`src/rtl/game_step_sequencer.sv`:
```
// Game step sequencer: paces snake steps from a free-running tick and walks the
// link / move / collide handshakes, flagging a stuck handshake as step_err.
package game_mode_pkg;
    typedef enum logic [1:0] {
        MODE_MENU = 2'd0,
        MODE_GAME = 2'd1,
        MODE_LOSE = 2'd2,
        MODE_WIN  = 2'd3
    } game_mode;
endpackage

module game_step_sequencer
    import game_mode_pkg::*;
#(
    parameter int unsigned STEP_CYCLES = 7_500_000,
    parameter int unsigned ACK_TIMEOUT = 750_000,
    parameter int unsigned CNT_W       = 24
) (
    input  logic        clk_75,
    input  logic        rst_n,
    input  game_mode    mode,
    input  logic        singleplayer,
    input  logic        link_ack,
    input  logic        move_ack,
    input  logic        coll_ack,
    output logic        link_req,
    output logic        move_req,
    output logic        coll_req,
    output logic        step_done,
    output logic        overrun,
    output logic        step_err,
    output logic [15:0] step_count
);

    localparam logic [CNT_W-1:0] StepLast = CNT_W'(STEP_CYCLES - 1);
    localparam logic [CNT_W-1:0] AckLast  = CNT_W'(ACK_TIMEOUT - 1);

    typedef enum logic [2:0] {
        StIdle,
        StWaitTick,
        StSync,
        StMove,
        StCollide,
        StErr
    } state_e;

    state_e            state_q, state_d;
    logic [CNT_W-1:0]  tick_cnt_q, tick_cnt_d;
    logic [CNT_W-1:0]  to_cnt_q, to_cnt_d;
    logic [15:0]       step_count_q, step_count_d;
    logic              step_done_q, step_done_d;
    logic              overrun_q, overrun_d;
    logic              in_game;
    logic              tick;
    logic              phase_ack;

    assign in_game = (mode == MODE_GAME);
    assign tick    = (tick_cnt_q == StepLast);

    // Reqs are pure state decodes, so an async reset drops them immediately.
    always_comb begin
        phase_ack = 1'b0;
        unique case (state_q)
            StSync:    phase_ack = link_ack;
            StMove:    phase_ack = move_ack;
            StCollide: phase_ack = coll_ack;
            default:   phase_ack = 1'b0;
        endcase
    end

    always_comb begin
        state_d      = state_q;
        tick_cnt_d   = tick_cnt_q;
        to_cnt_d     = to_cnt_q;
        step_count_d = step_count_q;
        step_done_d  = 1'b0;
        overrun_d    = 1'b0;

        if (!in_game) begin
            state_d    = StIdle;
            tick_cnt_d = '0;
            to_cnt_d   = '0;
        end else begin
            if (state_q inside {StWaitTick, StSync, StMove, StCollide}) begin
                tick_cnt_d = tick ? '0 : tick_cnt_q + CNT_W'(1);
            end

            unique case (state_q)
                StIdle: begin
                    state_d      = StWaitTick;
                    step_count_d = '0;
                    tick_cnt_d   = '0;
                    to_cnt_d     = '0;
                end
                StWaitTick: begin
                    if (tick) state_d = singleplayer ? StMove : StSync;
                end
                StSync, StMove, StCollide: begin
                    // A tick inside a phase is dropped; the phase carries on.
                    overrun_d = tick;
                    if (phase_ack) begin
                        to_cnt_d = '0;
                        if (state_q == StSync) begin
                            state_d = StMove;
                        end else if (state_q == StMove) begin
                            state_d = StCollide;
                        end else begin
                            state_d      = StWaitTick;
                            step_done_d  = 1'b1;
                            step_count_d = step_count_q + 16'd1;
                        end
                    end else if (to_cnt_q == AckLast) begin
                        state_d = StErr;
                    end else begin
                        to_cnt_d = to_cnt_q + CNT_W'(1);
                    end
                end
                StErr: begin
                    state_d = StErr;
                end
                default: begin
                    state_d = StIdle;
                end
            endcase
        end
    end

    always_ff @(posedge clk_75 or negedge rst_n) begin
        if (!rst_n) begin
            state_q      <= StIdle;
            tick_cnt_q   <= '0;
            to_cnt_q     <= '0;
            step_count_q <= '0;
            step_done_q  <= 1'b0;
            overrun_q    <= 1'b0;
        end else begin
            state_q      <= state_d;
            tick_cnt_q   <= tick_cnt_d;
            to_cnt_q     <= to_cnt_d;
            step_count_q <= step_count_d;
            step_done_q  <= step_done_d;
            overrun_q    <= overrun_d;
        end
    end

    assign link_req   = (state_q == StSync);
    assign move_req   = (state_q == StMove);
    assign coll_req   = (state_q == StCollide);
    assign step_err   = (state_q == StErr);
    assign step_done  = step_done_q;
    assign overrun    = overrun_q;
    assign step_count = step_count_q;

endmodule

```
`config.mk`:
```
export PLATFORM = sky130hd
export DESIGN_NAME = game_step_sequencer
export DESIGN_NICKNAME = d
export VERILOG_FILES = /design/src/rtl/game_step_sequencer.sv
export SDC_FILE = /design/constraint.sdc
export NUM_CORES = 1
export LEC_CHECK = 0
export ABC_AREA = 0
export BUFFER_PORTS_ARGS = -buffer_cell sky130_fd_sc_hd__buf_2
export CORE_MARGIN = 2
export CORE_UTILIZATION = 43
export CTS_BUF_LIST = sky130_fd_sc_hd__clkbuf_16
export DETAILED_ROUTE_END_ITERATION = 8
export GPL_TIMING_DRIVEN = 1
export PLACE_DENSITY = 0.58
export REMOVE_ABC_BUFFERS = 1
export SLEW_MARGIN = 0
export SYNTH_ARGS = -nofsm -noshare
export SYNTH_HDL_FRONTEND = slang
export SYNTH_SLANG_ARGS = --single-unit
```
`constraint.sdc`:
```
create_clock -name clk_75 -period 5.2 [get_ports clk_75]
set_input_delay 0 -clock clk_75 [delete_from_list [all_inputs] [get_ports clk_75]]
set_output_delay 0 -clock clk_75 [all_outputs]
set_load 0.01 [all_outputs]
```
==> flow_metrics.py, run 1 <==
metrics = {
    "global_routing": {
        "grt_util_met1_pct": 29.8,
        "grt_pass1_vias": 3541,
        "global_route.usage.met2_pct": 34.2,
        "track_usage_pct": 21.5,
        "grtUsageMet3_pct": 4.21,
        "grt_antenna_before_repair": 0,
        "busiest_layer": "met2",
        "grt_first_pass_wirelength_mm": 17.6,
        "overflow": 0,
        "grt_max_degree": 70,
    },
    "final_layout": {
        "fin_nets": 508,
        "drive_above_1_share_pct": 10.8,
        "antenna_cells": 0,
        "area_growth_pct": 12.8,
    },
    "floorplan": {
        "dieWidth_um": 101,
        "io_pins": 30,
        "start_util_pct": 44.2,
        "die_area_sq_mm": 0.0102,
        "rows": 35,
        "die_h_um": 101,
        "core_sq_mm": 0.00920,
    },
    "drt": {
        "drtPass1Iterations": 5,
        "viasPerCell": 6.21,
        "via_count": 3808,
        "antenna_left": 0,
        "wirelength_mm": 10.5,
        "route.detailed.drc": 0,
        "wl_per_cell_um": 17.2,
        "drt-initial-drc-count": 228,
    },
    "timing": {
        "tightest_slew_ns": 1.14,
        "timing.hold.ws_ns": 0.0771,
        "period_share_pct": 58.8,
        "tns_ns": 0,
        "clock-skew-final_ns": 0.00732,
        "slew_headroom_pct": 23.9,
        "setup-violations-final": 0,
        "fin_ws_ns": 2.14,
        "finalMaxSlewViolations": 0,
        "max_freq_ghz": 0.327,
        "rsz0062_at_grt": "no",
        "hold_violations": 0,
        "min_period_ns": 3.06,
    },
    "clock_network": {
        "worstSkewPairLatency_ns": 0.33,
        "htreeDepth": 3,
        "cts_resized": 0,
        "clockBufferDepth": 2,
        "cts_buffers": 9,
        "clk_pin_slew_ns": 0.06,
        "tritoncts": "built",
        "root_buffer": "clkbuf_16",
        "cts_hold_buffers": 1,
        "post_cts_buffers": 0,
        "cts_sinks": 69,
    },
    "placed_design": {
        "io_buffers": 29,
        "dpl.hpwl_mm": 7.13,
        "place_congestion": 0.861,
        "place_ws_ns": 2.15,
    },
    "worst_setup_path": {
        "max_stage_delay_ns": 0.83,
        "critPathKind": "reg -> reg",
        "crit_slowest_cell": "nand4b_1",
        "cp-start-kind": "register",
        "crit_path_end_kind": "register",
        "reg2reg_slack_ns": 2.14,
        "worstPathMaxFanout": 21,
        "cp.arrival_ns": 3.27,
        "critical_path_required_ns": 5.41,
        "path_cells": "or4_1 > nor4_1 > nand4b_1 > a22o_1 > mux2_4",
    },
    "yosys": {
        "synth_area_leaders": "dfrtp_1 42%, o21ai_0 4.8%, nand3_1 4.6%, nand2_1 4.1%, nand4_1 4.0%",
        "synth_top_area_share_pct": 42.5,
        "netlist_area_sq_mm": 0.00407,
        "synth_cells": 480,
        "avgSynthCellArea_sq_um": 8.47,
        "synth_warnings": 0,
        "netlist_top_cells_count": "69 x dfrtp_1, 44 x nand2_1, 39 x o21ai_0",
        "ys.flop_type": "dfrtp_1",
        "ys_ff_latch": 69,
        "yosysSeqAreaShare_pct": 42.5,
        "yosysMostFrequentCell": "dfrtp_1",
        "synth_edf_count": 0,
        "yosys.area.top_type": "dfrtp_1",
        "async_reset_ff_share_pct": 100,
        "ys_types": 53,
    },
    "status": {
        "outcome": "completed",
    },
    "pwr": {
        "p_leak_nw": 1.85,
        "ir_drop_mv": 0.122,
        "power.density_mw_per_mm2": 266,
    },
    "min_path": {
        "holdCritPathClass": "in -> reg",
    },
    "run": {
        "cap_violations": 0,
    },
}
==> per-layer routing <==
| metal | up-vias | share of wire (%) | routed length (um) |
|---|---|---|---|
| li1 | 1827 | - | - |
| met4 | 0 | 1.2 | 126 |
| met5 | - | 0 | 0 |
| met3 | 12 | 5.8 | 607 |
| met1 | 1839 | 45 | 4700 |
| met2 | 130 | 48 | 5110 |
==> cells in the final DEF, fill, tap and decap left out, types with 5 or more instances in the layout <==
cell       count
clkbuf_16      9
buf_4          5
buf_2         29
nand4_1       26
inv_1         25
a31oi_1       20
or4_1          5
mux2i_1        5
a21oi_1       22
o31ai_1        8
o21ai_0       39
nand2_1       44
nor4_1        15
dfrtp_1       69
nand3_1       37
nor2_1        24
nor3_1        14
and2_1         6
and3_1        12
o22ai_1       11
xor2_1         9
==> critical path, delay by kind of cell (launching register included) <==
family | cells | cell delay, ns
simple gates | 3 | 1.63
compound gates | 1 | 0.55
mux | 1 | 0.31
flops | 1 | 0.46
==> where the power goes <==
group          leakage (nW)  internal (W)  switching [W]
combinational         0.735    0.00000968      0.0000279
sequential            0.963      0.000538     0.00000165
clock                 0.153      0.000413       0.000228
total                  1.85      0.000961       0.000257
==> per-stage QoR <==
stage,instances,util [%],power [W],area [sq um]
after detailed placement,596,46.4,0.000587,4270
after global placement,596,46.4,0.000587,4270
after CTS,613,49.9,0.00123,4590
after floorplan,451,-,0.000565,3950
after global routing,613,49.9,0.00126,4590
final,613,49.9,0.00122,4590
==> cell families (layout without fill, tap and decap cells) <==
kind of cell | after synthesis | count (layout) | synth area share [%]
simple gates | 213 | 213 | 28.3
flops | 69 | 69 | 42.5
mux | 7 | 7 | 1.88
xor+xnor | 13 | 13 | 2.80
compound gates | 123 | 123 | 18.5
fa+ha+maj | 3 | 3 | 0.923
buf+inv | 52 | 74 | 5.05
==> registers in the layout (all words and copies together), names as in the netlist <==
| signal | count |
|---|---|
| state_q | 3 |
| step_count | 16 |
| step_done | 1 |
| to_cnt_q | 24 |
| overrun | 1 |
| tick_cnt_q | 24 |
==> final timing paths <==
path | from | end | depth (start not counted)
setup / recovery | tick_cnt_q[15]$_DFFE_PN0P_ | state_q[2]$_DFFE_PN0P_ | 5
min in group asynchronous | rst_n | step_count[12]$_DFFE_PN0P_ | 3
hold reg to reg | step_count[15]$_DFFE_PN0P_ | step_count[15]$_DFFE_PN0P_ | 1
hold / removal | link_ack | state_q[1]$_DFFE_PN0P_ | 3
setup reg to reg | tick_cnt_q[15]$_DFFE_PN0P_ | state_q[2]$_DFFE_PN0P_ | 5
max in group asynchronous | rst_n | tick_cnt_q[21]$_DFFE_PN0P_ | 3
==> area by class of cell <==
cell class                      instances  area [sq um]
Timing Repair Buffer                   35           193
Tap cell                              111           139
Multi-Input combinational cell        359          2130
Clock buffer                            9           225
Inverter                               23          86.3
Sequential cell                        69          1730
Clock inverter                          7          82.6
Fill cell                             879          4610
Power figures use the tool's default switching activity.
==> run 2, diff against run 1 <==
Clock period 5.2 ns to 3.06 ns, I/O delays scaled along.
==> run 2 against run 1 <==
Compared with the run above:
- final area is 1.0% higher
- wire length is 0.32% lower
- register-to-register slack worse by 1.7 ns
- worst setup slack worse by 1.7 ns
- first-iteration DRC count is 12% lower
- critical endpoint is now to_cnt_q[7]$_DFFE_PN0P_
==> flow_metrics.py, run 2 (synthesis results as in run 1) <==
metrics = {
    "global_routing": {
        "grt_max_degree": 37,
        "track_usage_pct": 21.7,
        "overflow": 0,
        "grt_pass1_vias": 3582,
        "grt_antenna_before_repair": 0,
        "grt_first_pass_wirelength_mm": 17.6,
    },
    "clock_network": {
        "post_cts_buffers": 0,
        "cts_hold_buffers": 1,
        "htreeDepth": 3,
        "root_buffer": "clkbuf_16",
        "worstSkewPairLatency_ns": 0.33,
        "cts_sinks": 69,
        "clk_pin_slew_ns": 0.06,
        "cts_resized": 0,
        "tritoncts": "built",
        "clockBufferDepth": 2,
        "cts_buffers": 9,
    },
    "worst_setup_path": {
        "critPathKind": "reg -> reg",
        "worstPathMaxFanout": 12,
        "cp-start-kind": "register",
        "crit_family": "simple AND/OR/NAND/NOR gates",
        "crit_cells": 5,
        "cp.arrival_ns": 2.90,
        "rr_worst_depth": 5,
        "crit_path_end_kind": "register",
        "path_buf_inv": 0,
        "critical_path_required_ns": 3.32,
        "setup.worst_path.start": "state_q[0]$_DFFE_PN0P_",
        "r2r-start": "state_q[0]$_DFFE_PN0P_",
        "max_stage_delay_ns": 0.64,
        "path_cells": "or3b_2 > o32a_1 > nand2b_1 > or4_1 > nand3_1",
        "crit_slowest_cell": "or3b_2",
    },
    "pwr": {
        "p_leak_nw": 1.89,
        "ir_drop_mv": 0.238,
        "power.density_mw_per_mm2": 429,
    },
    "final_layout": {
        "fillers": 865,
        "final_common_cell": "dfrtp_1",
        "area_growth_pct": 14.0,
        "fin_nets": 516,
        "final_core_util_pct": 50.4,
        "final_cells": 621,
        "drive_above_1_share_pct": 12.5,
        "antenna_cells": 0,
        "final_cell_mix": "69 x dfrtp_1, 44 x nand2_1, 39 x o21ai_0",
    },
    "status": {
        "outcome": "completed",
    },
    "floorplan": {
        "die_area_sq_mm": 0.0102,
        "dieWidth_um": 101,
        "die_h_um": 101,
        "io_pins": 30,
        "core_sq_mm": 0.00920,
        "start_util_pct": 44.2,
        "rows": 35,
    },
    "timing": {
        "hold_violations": 0,
        "min_period_ns": 2.64,
        "clock-skew-final_ns": 0.00817,
        "tns_ns": 0,
        "fin_ws_ns": 0.424,
        "max_freq_ghz": 0.379,
        "setup-violations-final": 0,
        "period_share_pct": 86.2,
        "rsz0062_at_grt": "no",
        "finalMaxSlewViolations": 0,
        "slew_headroom_pct": 22.8,
        "tightest_slew_ns": 1.16,
    },
    "placed_design": {
        "io_buffers": 29,
        "place_congestion": 0.896,
        "place_ws_ns": 0.444,
        "placed_cells_incl_taps": 604,
        "dpl.hpwl_mm": 7.33,
    },
    "drt": {
        "wl_per_cell_um": 16.9,
        "via_count": 3801,
        "drt-initial-drc-count": 200,
        "drtPass1Iterations": 5,
        "route.detailed.drc": 0,
        "wirelength_mm": 10.5,
        "viasPerCell": 6.12,
        "antenna_left": 0,
    },
    "min_path": {
        "min_from": "move_ack",
        "hold_depth": 4,
        "holdCritPathClass": "in -> reg",
    },
    "run": {
        "cap_violations": 0,
    },
}
run 2: stage by stage:
| step | hold WS, ns | cell area (sq um) | power, W |
|---|---|---|---|
| after floorplan | -0.296 | 3950 | 0.000959 |
| after global placement | 0.151 | 4340 | 0.00100 |
| after detailed placement | 0.158 | 4340 | 0.00100 |
| after CTS | 0.0803 | 4630 | 0.00202 |
| after global routing | 0.110 | 4630 | 0.00207 |
| final | 0.0874 | 4630 | 0.00199 |
run 2: worst paths after layout:
path | endpoint | slack (ns)
worst min register to register | step_count[15]$_DFFE_PN0P_ | 0.47
worst max-delay path | to_cnt_q[7]$_DFFE_PN0P_ | 0.42
min in group asynchronous | step_count[10]$_DFFE_PN0P_ | 0.30
worst min-delay path | state_q[0]$_DFFE_PN0P_ | 0.09
max in group asynchronous | to_cnt_q[16]$_DFFE_PN0P_ | 2.09
worst max register to register | to_cnt_q[7]$_DFFE_PN0P_ | 0.42
run 2: worst min-delay path, stage by stage:
cell and delay (ns):
buf_2 0.09, a21oi_1 0.06, o21ai_0 0.14, mux2i_1 0.07
run 2: cell type report:
| cell class | instances | area, sq um | area share, % |
|---|---|---|---|
| Multi-Input combinational cell | 359 | 2130 | 46.0 |
| Sequential cell | 69 | 1730 | 37.3 |
| Timing Repair Buffer | 43 | 265 | 5.73 |
| Clock buffer | 9 | 225 | 4.86 |
| Tap cell | 111 | 139 | 3.00 |
| Inverter | 23 | 86.3 | 1.86 |
| Clock inverter | 7 | 57.6 | 1.24 |
run 2: where the power goes:
group / total, W / internal [W] / switching (W)
combinational: 0.0000680 / 0.0000195 / 0.0000485
sequential: 0.000917 / 0.000914 / 0.00000289
clock: 0.00100 / 0.000619 / 0.000382
total: 0.00199 / 0.00155 / 0.000433
run 2: per-layer routing:
layer | wire [um] | global-route usage [%]
met2 | 4840 | 32.9
met3 | 537 | 4.35
met1 | 4890 | 30.7
met4 | 231 | 8.52
met5 | 0 | 0
